**src/rtl/fetch_exec_unit_pkg.sv**
```systemverilog
// simple_cpu_pkg: shared opcodes, FSM states and widths for fetch_exec_unit and alu4
package simple_cpu_pkg;
  localparam int ADDR_W = 4;
  localparam int DATA_W = 4;
  localparam logic [3:0] OP_LDI = 4'h0;
  localparam logic [3:0] OP_ADD = 4'h1;
  localparam logic [3:0] OP_SUB = 4'h2;
  localparam logic [3:0] OP_AND = 4'h3;
  localparam logic [3:0] OP_OR  = 4'h4;
  localparam logic [3:0] OP_XOR = 4'h5;
  localparam logic [3:0] OP_JMP = 4'h6;
  localparam logic [3:0] OP_JZ  = 4'h7;
  localparam logic [3:0] OP_OUT = 4'h8;
  localparam logic [3:0] OP_HLT = 4'hF;
  typedef enum logic [1:0] {ST_FETCH, ST_EXEC, ST_HALT, ST_PAUSE} state_t;
endpackage

```
**src/rtl/fetch_exec_unit_if.sv**
```systemverilog
// fetch_exec_unit_if: program-memory bus (addr out of the unit, opcode/data back one clock later)
interface fetch_exec_unit_if;
  import simple_cpu_pkg::*;
  logic [ADDR_W-1:0] addr;
  logic [DATA_W-1:0] opcode;
  logic [DATA_W-1:0] data;
  modport master (output addr, input opcode, input data);
  modport slave (input addr, output opcode, output data);
endinterface

```
**src/rtl/fetch_exec_unit_alu4.sv**
```systemverilog
// alu4: combinational ALU; opcode/acc/data/c_in in, result/carry_out/zero_out/write_acc out
module alu4
  import simple_cpu_pkg::*;
(
  input  logic [DATA_W-1:0] opcode,
  input  logic [DATA_W-1:0] acc,
  input  logic [DATA_W-1:0] data,
  input  logic              c_in,
  output logic [DATA_W-1:0] result,
  output logic              carry_out,
  output logic              zero_out,
  output logic              write_acc
);
  logic [DATA_W:0] w_sum;
  assign w_sum = {1'b0, acc} + {1'b0, data};
  always_comb begin
    result = acc;
    carry_out = c_in;
    write_acc = 1'b1;
    case (opcode)
      OP_LDI: result = data;
      OP_ADD: {carry_out, result} = w_sum;
      OP_SUB: begin result = acc - data; carry_out = acc < data; end
      OP_AND: begin result = acc & data; carry_out = 1'b0; end
      OP_OR:  begin result = acc | data; carry_out = 1'b0; end
      OP_XOR: begin result = acc ^ data; carry_out = 1'b0; end
      default: write_acc = 1'b0;
    endcase
  end
  assign zero_out = result == '0;
endmodule

```
**src/rtl/fetch_exec_unit.sv**
```systemverilog
// fetch_exec_unit: 2-clock fetch/exec CPU stage (clk, reset, mem bus, acc/out_port/out_valid/zero/carry/halted; SINGLE_STEP_EN adds step/paused)
module fetch_exec_unit
  import simple_cpu_pkg::*;
#(
  parameter logic [ADDR_W-1:0] RESET_PC = 4'h0,
  parameter int                PC_STEP  = 2
) (
  input  logic               clk,
  input  logic               reset,
`ifdef SINGLE_STEP_EN
  input  logic               step,
  output logic               paused,
`endif
  fetch_exec_unit_if.master  mem,
  output logic [DATA_W-1:0]  acc,
  output logic [DATA_W-1:0]  out_port,
  output logic               out_valid,
  output logic               zero,
  output logic               carry,
  output logic               halted
);
  state_t r_state, w_next, w_after, w_resume;
  logic [ADDR_W-1:0] r_pc, w_pc_seq, w_pc_next;
  logic [DATA_W-1:0] r_acc, r_out_port, w_result;
  logic r_out_valid, r_zero, r_carry, w_c, w_z, w_wr;
  alu4 u_alu (
    .opcode(mem.opcode), .acc(r_acc), .data(mem.data), .c_in(r_carry),
    .result(w_result), .carry_out(w_c), .zero_out(w_z), .write_acc(w_wr)
  );
`ifdef SINGLE_STEP_EN
  assign w_after = ST_PAUSE;
  assign w_resume = step ? ST_FETCH : ST_PAUSE;
  assign paused = r_state == ST_PAUSE;
`else
  assign w_after = ST_FETCH;
  assign w_resume = ST_FETCH;
`endif
  assign w_pc_seq = r_pc + ADDR_W'(PC_STEP);
  assign w_pc_next = mem.opcode == OP_JMP ? mem.data :
                     (mem.opcode == OP_JZ && r_zero) ? mem.data :
                     mem.opcode == OP_HLT ? r_pc : w_pc_seq;
  always_comb begin
    w_next = r_state == ST_FETCH ? ST_EXEC :
             r_state == ST_EXEC ? (mem.opcode == OP_HLT ? ST_HALT : w_after) :
             r_state == ST_PAUSE ? w_resume : ST_HALT;
  end
  always_ff @(posedge clk or posedge reset) begin
    if (reset) begin
      r_state <= ST_FETCH;
      r_pc <= RESET_PC;
      r_acc <= '0;
      r_out_port <= '0;
      r_out_valid <= 1'b0;
      r_zero <= 1'b0;
      r_carry <= 1'b0;
    end else begin
      r_state <= w_next;
      r_out_valid <= 1'b0;
      if (r_state == ST_EXEC) begin
        r_pc <= w_pc_next;
        if (w_wr) begin
          r_acc <= w_result;
          r_zero <= w_z;
          r_carry <= w_c;
        end
        if (mem.opcode == OP_OUT) begin
          r_out_port <= r_acc;
          r_out_valid <= 1'b1;
        end
      end
    end
  end
  assign mem.addr = r_pc;
  assign acc = r_acc;
  assign out_port = r_out_port;
  assign out_valid = r_out_valid;
  assign zero = r_zero;
  assign carry = r_carry;
  assign halted = r_state == ST_HALT;
endmodule

```
**src/flat_wrapper.sv**
```systemverilog
// flat-port wrapper written by rule: the top's interface ports become plain ports
module fetch_exec_unit_flat import simple_cpu_pkg::*;
#(
  parameter logic [ADDR_W-1:0] RESET_PC = 4'h0,
  parameter int                PC_STEP  = 2
)
  (clk, reset, acc, out_port, out_valid, zero, carry, halted, mem_addr, mem_opcode, mem_data);
  fetch_exec_unit_if mem_i ();
  input  logic clk;
  input  logic reset;
  output logic [DATA_W-1:0] acc;
  output logic [DATA_W-1:0] out_port;
  output logic out_valid;
  output logic zero;
  output logic carry;
  output logic halted;
  output wire logic [$bits(mem_i.addr)-1:0] mem_addr;
  input wire logic [$bits(mem_i.opcode)-1:0] mem_opcode;
  input wire logic [$bits(mem_i.data)-1:0] mem_data;
  assign mem_addr = mem_i.addr;
  assign mem_i.opcode = mem_opcode;
  assign mem_i.data = mem_data;
  fetch_exec_unit #(.RESET_PC(RESET_PC), .PC_STEP(PC_STEP)) u_core (.clk(clk), .reset(reset), .mem(mem_i), .acc(acc), .out_port(out_port), .out_valid(out_valid), .zero(zero), .carry(carry), .halted(halted));
endmodule
```
**config.mk**
```make
export PLATFORM = sky130hd
export DESIGN_NAME = fetch_exec_unit_flat
export DESIGN_NICKNAME = d
export VERILOG_FILES = /design/src/rtl/fetch_exec_unit_pkg.sv /design/src/rtl/fetch_exec_unit_if.sv /design/src/rtl/fetch_exec_unit_alu4.sv /design/src/rtl/fetch_exec_unit.sv /design/src/flat_wrapper.sv
export SDC_FILE = /design/constraint.sdc
export NUM_CORES = 1
export LEC_CHECK = 0
export ABC_AREA = 1
export BUFFER_PORTS_ARGS = -buffer_cell sky130_fd_sc_hd__clkbuf_2
export CORE_MARGIN = 3
export CORE_UTILIZATION = 40
export DETAILED_ROUTE_END_ITERATION = 16
export MAX_ROUTING_LAYER = met4
export PLACE_DENSITY = 0.71
export REMOVE_ABC_BUFFERS = 1
export SLEW_MARGIN = 20
export SYNTH_ARGS = -nofsm -noshare
export SYNTH_HDL_FRONTEND = slang
export SYNTH_SLANG_ARGS = --single-unit
```
**constraint.sdc**
```tcl
create_clock -name clk -period 3 [get_ports clk]
set_input_delay 0.15 -clock clk [delete_from_list [all_inputs] [get_ports clk]]
set_output_delay 0.15 -clock clk [all_outputs]
set_load 0.01 [all_outputs]
```
**Word level (Yosys, flattened, before mapping)**

Index checks and enable logic that the tools add are counted.

- Order comparisons: 1
- Reductions and logical operators: 11
- Add/sub/neg operators: 3
- Multiplexer cells: 12
- Bitwise gates (word level): 3
- Equal/unequal tests: 13

Operators by type and width:

| kind | count |
|---|---|
| 4-bit one-hot mux with 6 select lines | 1 |
| 4-bit by 3-bit equality test with 1-bit output (second input constant) | 4 |
| 4-bit 2-to-1 mux | 3 |
| 4-bit by 2-bit equality test with 1-bit output (second input constant) | 2 |
| 4-bit equality test (second input constant) | 2 |
| 4-bit logical NOT | 2 |
| 2-bit 2-to-1 mux | 4 |
| 2-bit AND reduction | 3 |
| 6-bit OR reduction | 1 |
| 4-bit by 4-bit adder with 5-bit output | 1 |
| 4-bit by 2-bit adder with 4-bit output (second input constant) | 1 |
| 4-bit bitwise AND | 1 |
| 2-bit equality test (second input constant) | 2 |
| 4-bit by 1-bit equality test with 1-bit output (second input constant) | 1 |
| 4-bit < comparator | 1 |
| 4-bit bitwise OR | 1 |
| 4-bit subtractor | 1 |
| 4-bit XOR | 1 |
| 1-bit 2-to-1 mux | 3 |
| 3-bit by 1-bit != test with 1-bit output (second input constant) | 1 |
| 1-bit one-hot mux with 3 select lines | 1 |
| 3-bit AND reduction | 1 |
| 3-bit nonzero test | 1 |
| 3-bit OR reduction | 1 |
| other kinds (3) | 3 |

- Output and inout bits: 16
- Register bits after elaboration: 17
- Bits of input ports: 10

**Longest topological paths before layout**

Gate-level depths: netlist of run 1.

- Depth after elaboration: 4
- Mapped depth: 13
- Gate-level depth less buffers: 13

**Hierarchy**

Synthesis of run 1 repeated with hierarchy kept, for this count alone.

- Cells, all modules: 221
- Area total of the unflattened synthesis: 1496.4 um2

Modules (own cells, without submodules):

| module | cells an instance | times used | area each (um2) |
|---|---|---|---|
| fetch_exec_unit | 95 | 1 | 795.8 |
| alu4 | 126 | 1 | 700.7 |

**Worst setup path before layout of run 1**

No wires, ideal clock.

- Path type: flip-flop to flip-flop
- From: register u_core.r_acc[0] (netlist: u_core.acc[0])
- To: register u_core.r_zero (netlist: u_core.zero)
- Stages on the path, launching flop included: 14
- Clock period less this slack: 1.759 ns
- Data arrival time: 1.694 ns
- Setup time: 0.065 ns
- Setup slack: 1.241 ns
- Cells stage by stage: dfrtp_1 > inv_1 > ha_1 > inv_1 > fa_1 > inv_1 > nand2_1 > nand2_1 > nor2_1 > nor2_1 > nand3_1 > nor2_1 > nand3_1 > nand2_1

- Word-level cells in the longest chain between the ends: 3
- Elaborated cells between the ends (all ways): 7
- Those cells by class: add/sub: 2; mux: 1; bitwise: 3; reduce/logical: 1

RTL lines:

| item | line | source |
|---|---|---|
| from (decl) | fetch_exec_unit.sv:24 | `logic [DATA_W-1:0] r_acc, r_out_port, w_result;` |
| from (signal assigned) | fetch_exec_unit.sv:62 | `r_acc <= w_result;` |
| 4-bit subtractor (tied with other cells) | fetch_exec_unit_alu4.sv:23 | `OP_SUB: begin result = acc - data; carry_out = acc < data; end` |
| 4-bit one-hot mux with 6 select lines (*) | fetch_exec_unit_alu4.sv:20 | `case (opcode)` |
| 4-bit logical NOT (*) | fetch_exec_unit_alu4.sv:30 | `assign zero_out = result == '0;` |
| to (signal assigned) | fetch_exec_unit.sv:63 | `r_zero <= w_z;` |
| to (decl) | fetch_exec_unit.sv:25 | `logic r_out_valid, r_zero, r_carry, w_c, w_z, w_wr;` |

Mark *: on every way between the ends. The rest lies on a longest branch, timed or not.
A chain may end at the register's enable or synchronous reset.

**Worst setup path in the final report of run 1**

Same ends and word-level chain as after synthesis.

==> results of run 1 <==
[area by class of cell]
| cell class | count | area, um^2 | area share |
|---|---|---|---|
| Clock buffer | 3 | 22.5 | 0.0140 |
| Clock inverter | 1 | 5.00 | 0.00311 |
| Inverter | 32 | 120 | 0.0747 |
| Multi-Input combinational cell | 145 | 845 | 0.525 |
| Sequential cell | 17 | 425 | 0.265 |
| Tap cell | 44 | 55.1 | 0.0342 |
| Timing Repair Buffer | 26 | 135 | 0.0840 |
[registers in the layout, summed over array words and instances, names as in the netlist, named ones only]
| signal | cells |
|---|---|
| u_core.out_port | 4 |
| u_core.acc | 4 |
| u_core.mem.addr | 4 |
| u_core.carry | 1 |
| u_core.zero | 1 |
| u_core.r_state | 1 |
| u_core.out_valid | 1 |
[power by group]
group | internal [W] | switching, W | total, W
combinational | 0.0000314 | 0.0000629 | 0.0000943
sequential | 0.000233 | 0.00000288 | 0.000236
clock | 0.0000498 | 0.0000847 | 0.000135
[cells in the mapped netlist, types with 3 or more instances]
cell type and instances:
sky130_fd_sc_hd__nand2_1 46, sky130_fd_sc_hd__inv_2 3, sky130_fd_sc_hd__nor2_1 22, sky130_fd_sc_hd__ha_1 13
sky130_fd_sc_hd__inv_1 29, sky130_fd_sc_hd__o21ai_0 11, sky130_fd_sc_hd__nand3_1 21, sky130_fd_sc_hd__o21ai_1 4
sky130_fd_sc_hd__a21oi_1 9, sky130_fd_sc_hd__dfrtp_1 17
[cell usage in the layout, fill, tap and decap left out, drive strengths merged]
master,n
nand2,46
inv,32
clkbuf,28
nor2,26
nand3,22
dfrtp,17
o21ai,16
ha,13
a21oi,9
nand3b,2
a31oi,2
fa,2
nor3,2
o211ai,2
nor4,1
xnor2,1
or2,1
clkinv,1
dlygate4sd3,1
[worst min-delay path by stage]
stage                  start                             end  slack (ns)
6_report       mem_opcode[2]      u_core.out_valid$_DFF_PP0_        0.13
5_1_grt        mem_opcode[2]      u_core.out_valid$_DFF_PP0_        0.13
4_1_cts        mem_opcode[2]      u_core.out_valid$_DFF_PP0_        0.13
3_5_place_dp           reset       u_core.acc[0]$_DFFE_PP0P_        0.27
3_3_place_gp           reset  u_core.out_port[2]$_DFFE_PP0P_        0.26
2_1_floorplan          reset      asynchronous set/reset pin        0.08
[per-layer routing]
layer / wire length (um) / up-vias / global-route usage
li1: - / 679 / -
met1: 1580 / 583 / 0.224
met2: 1450 / 53 / 0.276
met3: 232 / 6 / 0.0256
met4: 34 / 0 / 0.0440
met5: 0 / - / -
[per-stage QoR]
step           hold slack, ns  total power (W)  std cells   util
3_3_place_gp            0.258         0.000333        263  0.490
4_1_cts                 0.132         0.000468        268  0.502
3_5_place_dp            0.266         0.000334        263  0.490
2_1_floorplan          0.0761         0.000301        194      -
5_1_grt                 0.128         0.000495        268  0.502
6_report                0.133         0.000465        268  0.502
[cell families after synthesis]
group	synth area share
adders and majority gates	0.144
DFF	0.302
xor gates and xnor gates	0.00623
AOI/OAI and AO/OA	0.115
and+or+nand+nor	0.335
buffers and inverters	0.0970
==> run metrics, run 1 <==
worst clock skew between 0.01 and 0.015 ns; post-CTS sizing 0; Finished Cell Area 1610 um^2; asr flop ratio synth 1.00; Main synth FF type sky130_fd_sc_hd__dfrtp_1; number of top-level pins 26; start of the worst register-to-register path u_core.acc[0]$_DFFE_PP0P_; CP Capture Type flop; critical path depth 13; Worst setup SP type flop; number of hold-slack violations in the final timing report 0; CTS Buf Count 3; post-route antenna net violation count 0; Tightest Pin Transition 0.651 ns; die height around 65 um; fillers 357; setup repair after global routing missed its margin no; data arrival time of the critical path 2.11 ns; final critical-path share of the clock period 0.616; cell types occupying the most area after synthesis sky130_fd_sc_hd__dfrtp_1, sky130_fd_sc_hd__nand2_1, sky130_fd_sc_hd__ha_1; leakage power figure just under 0.9 nW; final RePlAce weighted congestion 0.902; total clock sinks 17; peak supply drop 0.000154 V; sequential cell area fraction in the yosys report 0.302; number of nets in the layout 250; power density over the cells slightly below 300 nW/um^2; number of instances in the synthesized netlist 196; highest net fanout along the worst path 4; vias in the first global route 1215; antenna violations before repair 0; clock insertion delay at the later pin of the skew report approximately 0.31 ns; Crit path largest cell delay 0.42 ns; number of synthesis warnings 0; cell taking the most area after synthesis sky130_fd_sc_hd__dfrtp_1; register-to-register setup slack 1.15 ns; number of cells traversed by the worst register-to-register path 13; Final Max Slew Viols 0; post-detailed-route via-to-cell ratio between 4 and 5; maximum number of pins on one net before global-route repair 18; critical path endpoint u_core.zero$_DFFE_PP0P_; post-detailed-route DRC marker count 0; area of the die 4260 um^2; path type of the worst setup path flop to flop; wire length of the first global-routing pass ~5.5 mm; outcome finished, final reports clean; post-placement setup slack 1.17 ns; clock-pin slew on the worst setup and hold paths 0.12 ns; DR iter-0 viols 62; maximum buffer depth of the clock tree 2; final setup fails 0; cell area after synthesis 1410 um^2; area added between synthesis and finish 14.3%; number of synthesized flops with an enable pin 0; setup tns final 0 ns; MaxCap Viol Count 0; Critical path buffers and inverters 3; Hold Buf Count CTS 1; gr ovfl total 0; area share of the leading cell type in the synthesized netlist 0.302; Avg WL per Cell 12.3 um; initial core utilization 0.439; Min-Delay Path Class input pin to flop; data required time of the critical path 3.26 ns; total number of vias 1321; quantity of I/O buffers inserted on ports 25; Post-CTS Setup Bufs 0; master cell of the clock root buffer sky130_fd_sc_hd__clkbuf_4; delay-heaviest family, CP simple AND/OR/NAND/NOR gates; Post-Place Cell Area 1570 um^2; standard-cell row count 20; relative slew slack 0.566; worst r2r dst u_core.zero$_DFFE_PP0P_; all-layer global routing usage 0.170; Slowest-stage cell, CP sky130_fd_sc_hd__dfrtp_1; maximum frequency from static timing analysis 0.541 GHz; ordered cell list for the critical path inv_1 > ha_1 > inv_1 > fa_1 > inv_1 > nand2_1 > nand2_1 > nor2_1 > nor2_1 > nand3_1 > nor2_1 > nand3_1 > nand2_1; total half-perimeter wirelength after legalization and detailed placement 2.63 mm; post-layout minimum cycle time 1.85 ns; H-tree depth reported by CTS 1; CTS tree done; number of instances on the worst hold path 2; mean instance size in the synthesized netlist 7.18 um^2; diode insertion count for antenna repair 0; proportion of layout cells with a drive suffix above 1 0.183; Die Span X about 65 um; core outline area around 3200 um^2; 1st-pass router iterations 4; wirelength, routed 3.30 mm; synthesis-stage register bit count 17; Yosys cell types 27; final setup slack of the worst path 1.15 ns; source of the critical timing path u_core.acc[0]$_DFFE_PP0P_
Note: power is estimated with default switching activity, not from simulation.
==> run 2: changes to the inputs <==
Settings changed: PLACE_DENSITY 0.71 to 0.73.
Clock period 3 ns to 1.58 ns, I/O delays scaled along.
==> run 2 against run 1 <==
- final area rose by 11%
- sequential cell count did not move
- largest cell class unchanged
- highest routed layer unchanged
- the run now ends with setup timing left
- register-to-register slack got worse by 1.3 ns
==> run metrics, run 2 (same netlist as run 1, synthesis figures left out) <==
DR iter-0 viols 65 (+4.8%); final critical-path share of the clock period 1.10 (+0.483); Avg WL per Cell 12.4 um (+0.85%); final setup slack of the worst path -0.156 ns (-1.31 ns); total number of vias 1361 (+3.0%); 1st-pass router iterations 4 (unchanged); Post-Place Cell Area 1680 um^2 (+6.7%); Hold Startpoint mem_opcode[2]; setup tns final -0.262 ns (-0.262 ns); Tightest Pin Transition 0.688 ns (+0.0370 ns); CP Capture Type flop; MaxCap Viol Count 0 (unchanged); data arrival time of the critical path 1.99 ns (-0.12 ns); Critical path buffers and inverters 3 (unchanged); clock-pin slew on the worst setup and hold paths 0.11 ns (about the same); Slowest-stage cell, CP sky130_fd_sc_hd__dfrtp_1; total half-perimeter wirelength after legalization and detailed placement 2.74 mm (+4.2%); total power of the final layout 0.000916 W (+97%); area of the die 4260 um^2 (unchanged); Crit path largest cell delay 0.42 ns (about the same); diode insertion count for antenna repair 0 (unchanged); worst clock skew 0.0161 ns (+0.00326 ns); data required time of the critical path 1.83 ns (-1.43 ns); master cell of the clock root buffer sky130_fd_sc_hd__clkbuf_4; post-detailed-route DRC marker count 0 (unchanged); Min-Delay Path Class input pin to flop; antenna violations before repair 0 (unchanged); violated checks setup timing; standard-cell row count 20 (unchanged); setup repair after global routing missed its margin yes; maximum frequency from static timing analysis 0.576 GHz (+6.4%); CTS Buf Count 3 (unchanged); outcome finished, violations left; delay-heaviest family, CP simple AND/OR/NAND/NOR gates; number of cells traversed by the worst register-to-register path 13 (unchanged); wirelength, routed 3.51 mm (+6.5%); Die Span X 65.3 um (unchanged); Worst setup SP type flop; Final Max Slew Viols 0 (unchanged); wire length of the first global-routing pass 5.80 mm (+4.8%); area added between synthesis and finish 27.0%; post-placement setup slack -0.199 ns (-1.37 ns); number of hold-slack violations in the final timing report 0 (unchanged); post-layout minimum cycle time 1.74 ns (-0.111 ns); critical path endpoint u_core.zero$_DFFE_PP0P_; H-tree depth reported by CTS 1 (unchanged); gr ovfl total 0 (unchanged); fillers 330 (-7.6%); post-route antenna net violation count 0 (unchanged); number of nets in the layout 265 (+6.0%); ordered cell list for the critical path inv_2 > ha_4 > inv_2 > fa_2 > inv_1 > nand2_1 > nand2_1 > nor2_1 > nor2_1 > nand3_1 > nor2_1 > nand3_1 > nand2_1; clock insertion delay at the later pin of the skew report 0.32 ns (about the same); leakage power figure 0.939 nW (+7.6%); die height 65.3 um (unchanged); maximum buffer depth of the clock tree 2 (unchanged); final setup fails 3 (+3); vias in the first global route 1244 (+2.4%); quantity of I/O buffers inserted on ports 25 (unchanged); register-to-register setup slack -0.16 ns (-1.31 ns); core outline area 3200 um^2 (unchanged); post-detailed-route via-to-cell ratio 4.81 (-2.4%); Finished Cell Area 1790 um^2 (+11%); highest net fanout along the worst path 3 (-1); peak supply drop 0.000379 V (+150%); final RePlAce weighted congestion 0.868 (-3.7%); critical path depth 13 (unchanged); maximum number of pins on one net before global-route repair 18 (unchanged); path type of the worst setup path flop to flop; start of the worst register-to-register path u_core.acc[0]$_DFFE_PP0P_; power density over the cells 513 nW/um^2 (+77%); CTS tree done; relative slew slack 0.541 (-0.0247); worst r2r dst u_core.zero$_DFFE_PP0P_; initial core utilization 0.439 (unchanged); all-layer global routing usage 0.183 (+0.0121); number of top-level pins 26 (unchanged); most common cell after layout, fill and taps aside sky130_fd_sc_hd__nand2_1; most frequent cells in the layout sky130_fd_sc_hd__nand2_1, sky130_fd_sc_hd__inv_1, sky130_fd_sc_hd__clkbuf_2; source of the critical timing path u_core.acc[0]$_DFFE_PP0P_; final cell utilization of the core 0.557 (+0.0555); total clock sinks 17 (unchanged); proportion of layout cells with a drive suffix above 1 0.293 (+0.110)
## run 2: cell types whose count changed in the layout (fill, tap and decap cells not counted), sizes merged
cell	change
buf	+15
## run 2: stage by stage
| stage | hold WS [ns] | instances |
|---|---|---|
| global placement | 0.176 | 277 |
| global route | 0.0559 | 283 |
| floorplan | 0.00507 | 194 |
| detailed placement | 0.184 | 277 |
| CTS | 0.0565 | 282 |
| finish | 0.0587 | 283 |
## run 2: timing repair
| item | 4_1_cts | 5_1_grt |
|---|---|---|
| gates cloned | 0 | 0 |
| resized for setup | 12 | 8 |
| hold buffers | 1 | 0 |
| endpoints found under the setup margin | 5 | 5 |
| pin swaps | 2 | 5 |
| hold endpoints to repair | 17 | 0 |
| setup buffers | 0 | 1 |
## run 2: worst register-to-register path: stages, from the launching register on
cell	delay, ns
sky130_fd_sc_hd__dfrtp_1	0.42
sky130_fd_sc_hd__inv_2	0.08
sky130_fd_sc_hd__ha_4	0.12
sky130_fd_sc_hd__inv_2	0.04
sky130_fd_sc_hd__fa_2	0.37
sky130_fd_sc_hd__inv_1	0.06
sky130_fd_sc_hd__nand2_1	0.05
sky130_fd_sc_hd__nand2_1	0.06
sky130_fd_sc_hd__nor2_1	0.04
sky130_fd_sc_hd__nor2_1	0.08
sky130_fd_sc_hd__nand3_1	0.11
sky130_fd_sc_hd__nor2_1	0.13
sky130_fd_sc_hd__nand3_1	0.07
sky130_fd_sc_hd__nand2_1	0.06
## run 2: worst min-delay path by stage
stage / endpoint / slack (ns) / depth (start not counted)
floorplan: asynchronous set/reset pin / 0.005 / 1
CTS: u_core.out_valid$_DFF_PP0_ / 0.06 / 2
global route: u_core.out_valid$_DFF_PP0_ / 0.06 / 2
detailed placement: u_core.acc[0]$_DFFE_PP0P_ / 0.18 / 2
global placement: u_core.acc[1]$_DFFE_PP0P_ / 0.18 / 2
finish: u_core.out_valid$_DFF_PP0_ / 0.06 / 2
## run 2: power breakdown
group,switching [W],leakage [nW],internal [W]
Sequential,0.00000581,0.208,0.000443
Clock,0.000169,0.0177,0.0000947
Combinational,0.000128,0.712,0.0000753
## run 2: layout make-up
class	instances	area (um^2)	share of cell area
inverters	32	120	0.0673
repair buffers	41	248	0.139
flip-flops and latches	17	427	0.239
well taps	44	55.1	0.0308
multi-input cells	145	908	0.509
clock buffers	3	22.5	0.0126
clock inverters	1	5.00	0.00280
## run 2: layer usage
layer / global-route usage / wire [um] / up-vias / share of wire
met4: 0.0518 / 31 / 0 / 0.0088
met1: 0.247 / 1680 / 598 / 0.48
met3: 0.0410 / 242 / 4 / 0.069
met5: - / 0 / - / 0
met2: 0.274 / 1560 / 48 / 0.44
li1: - / - / 711 / -
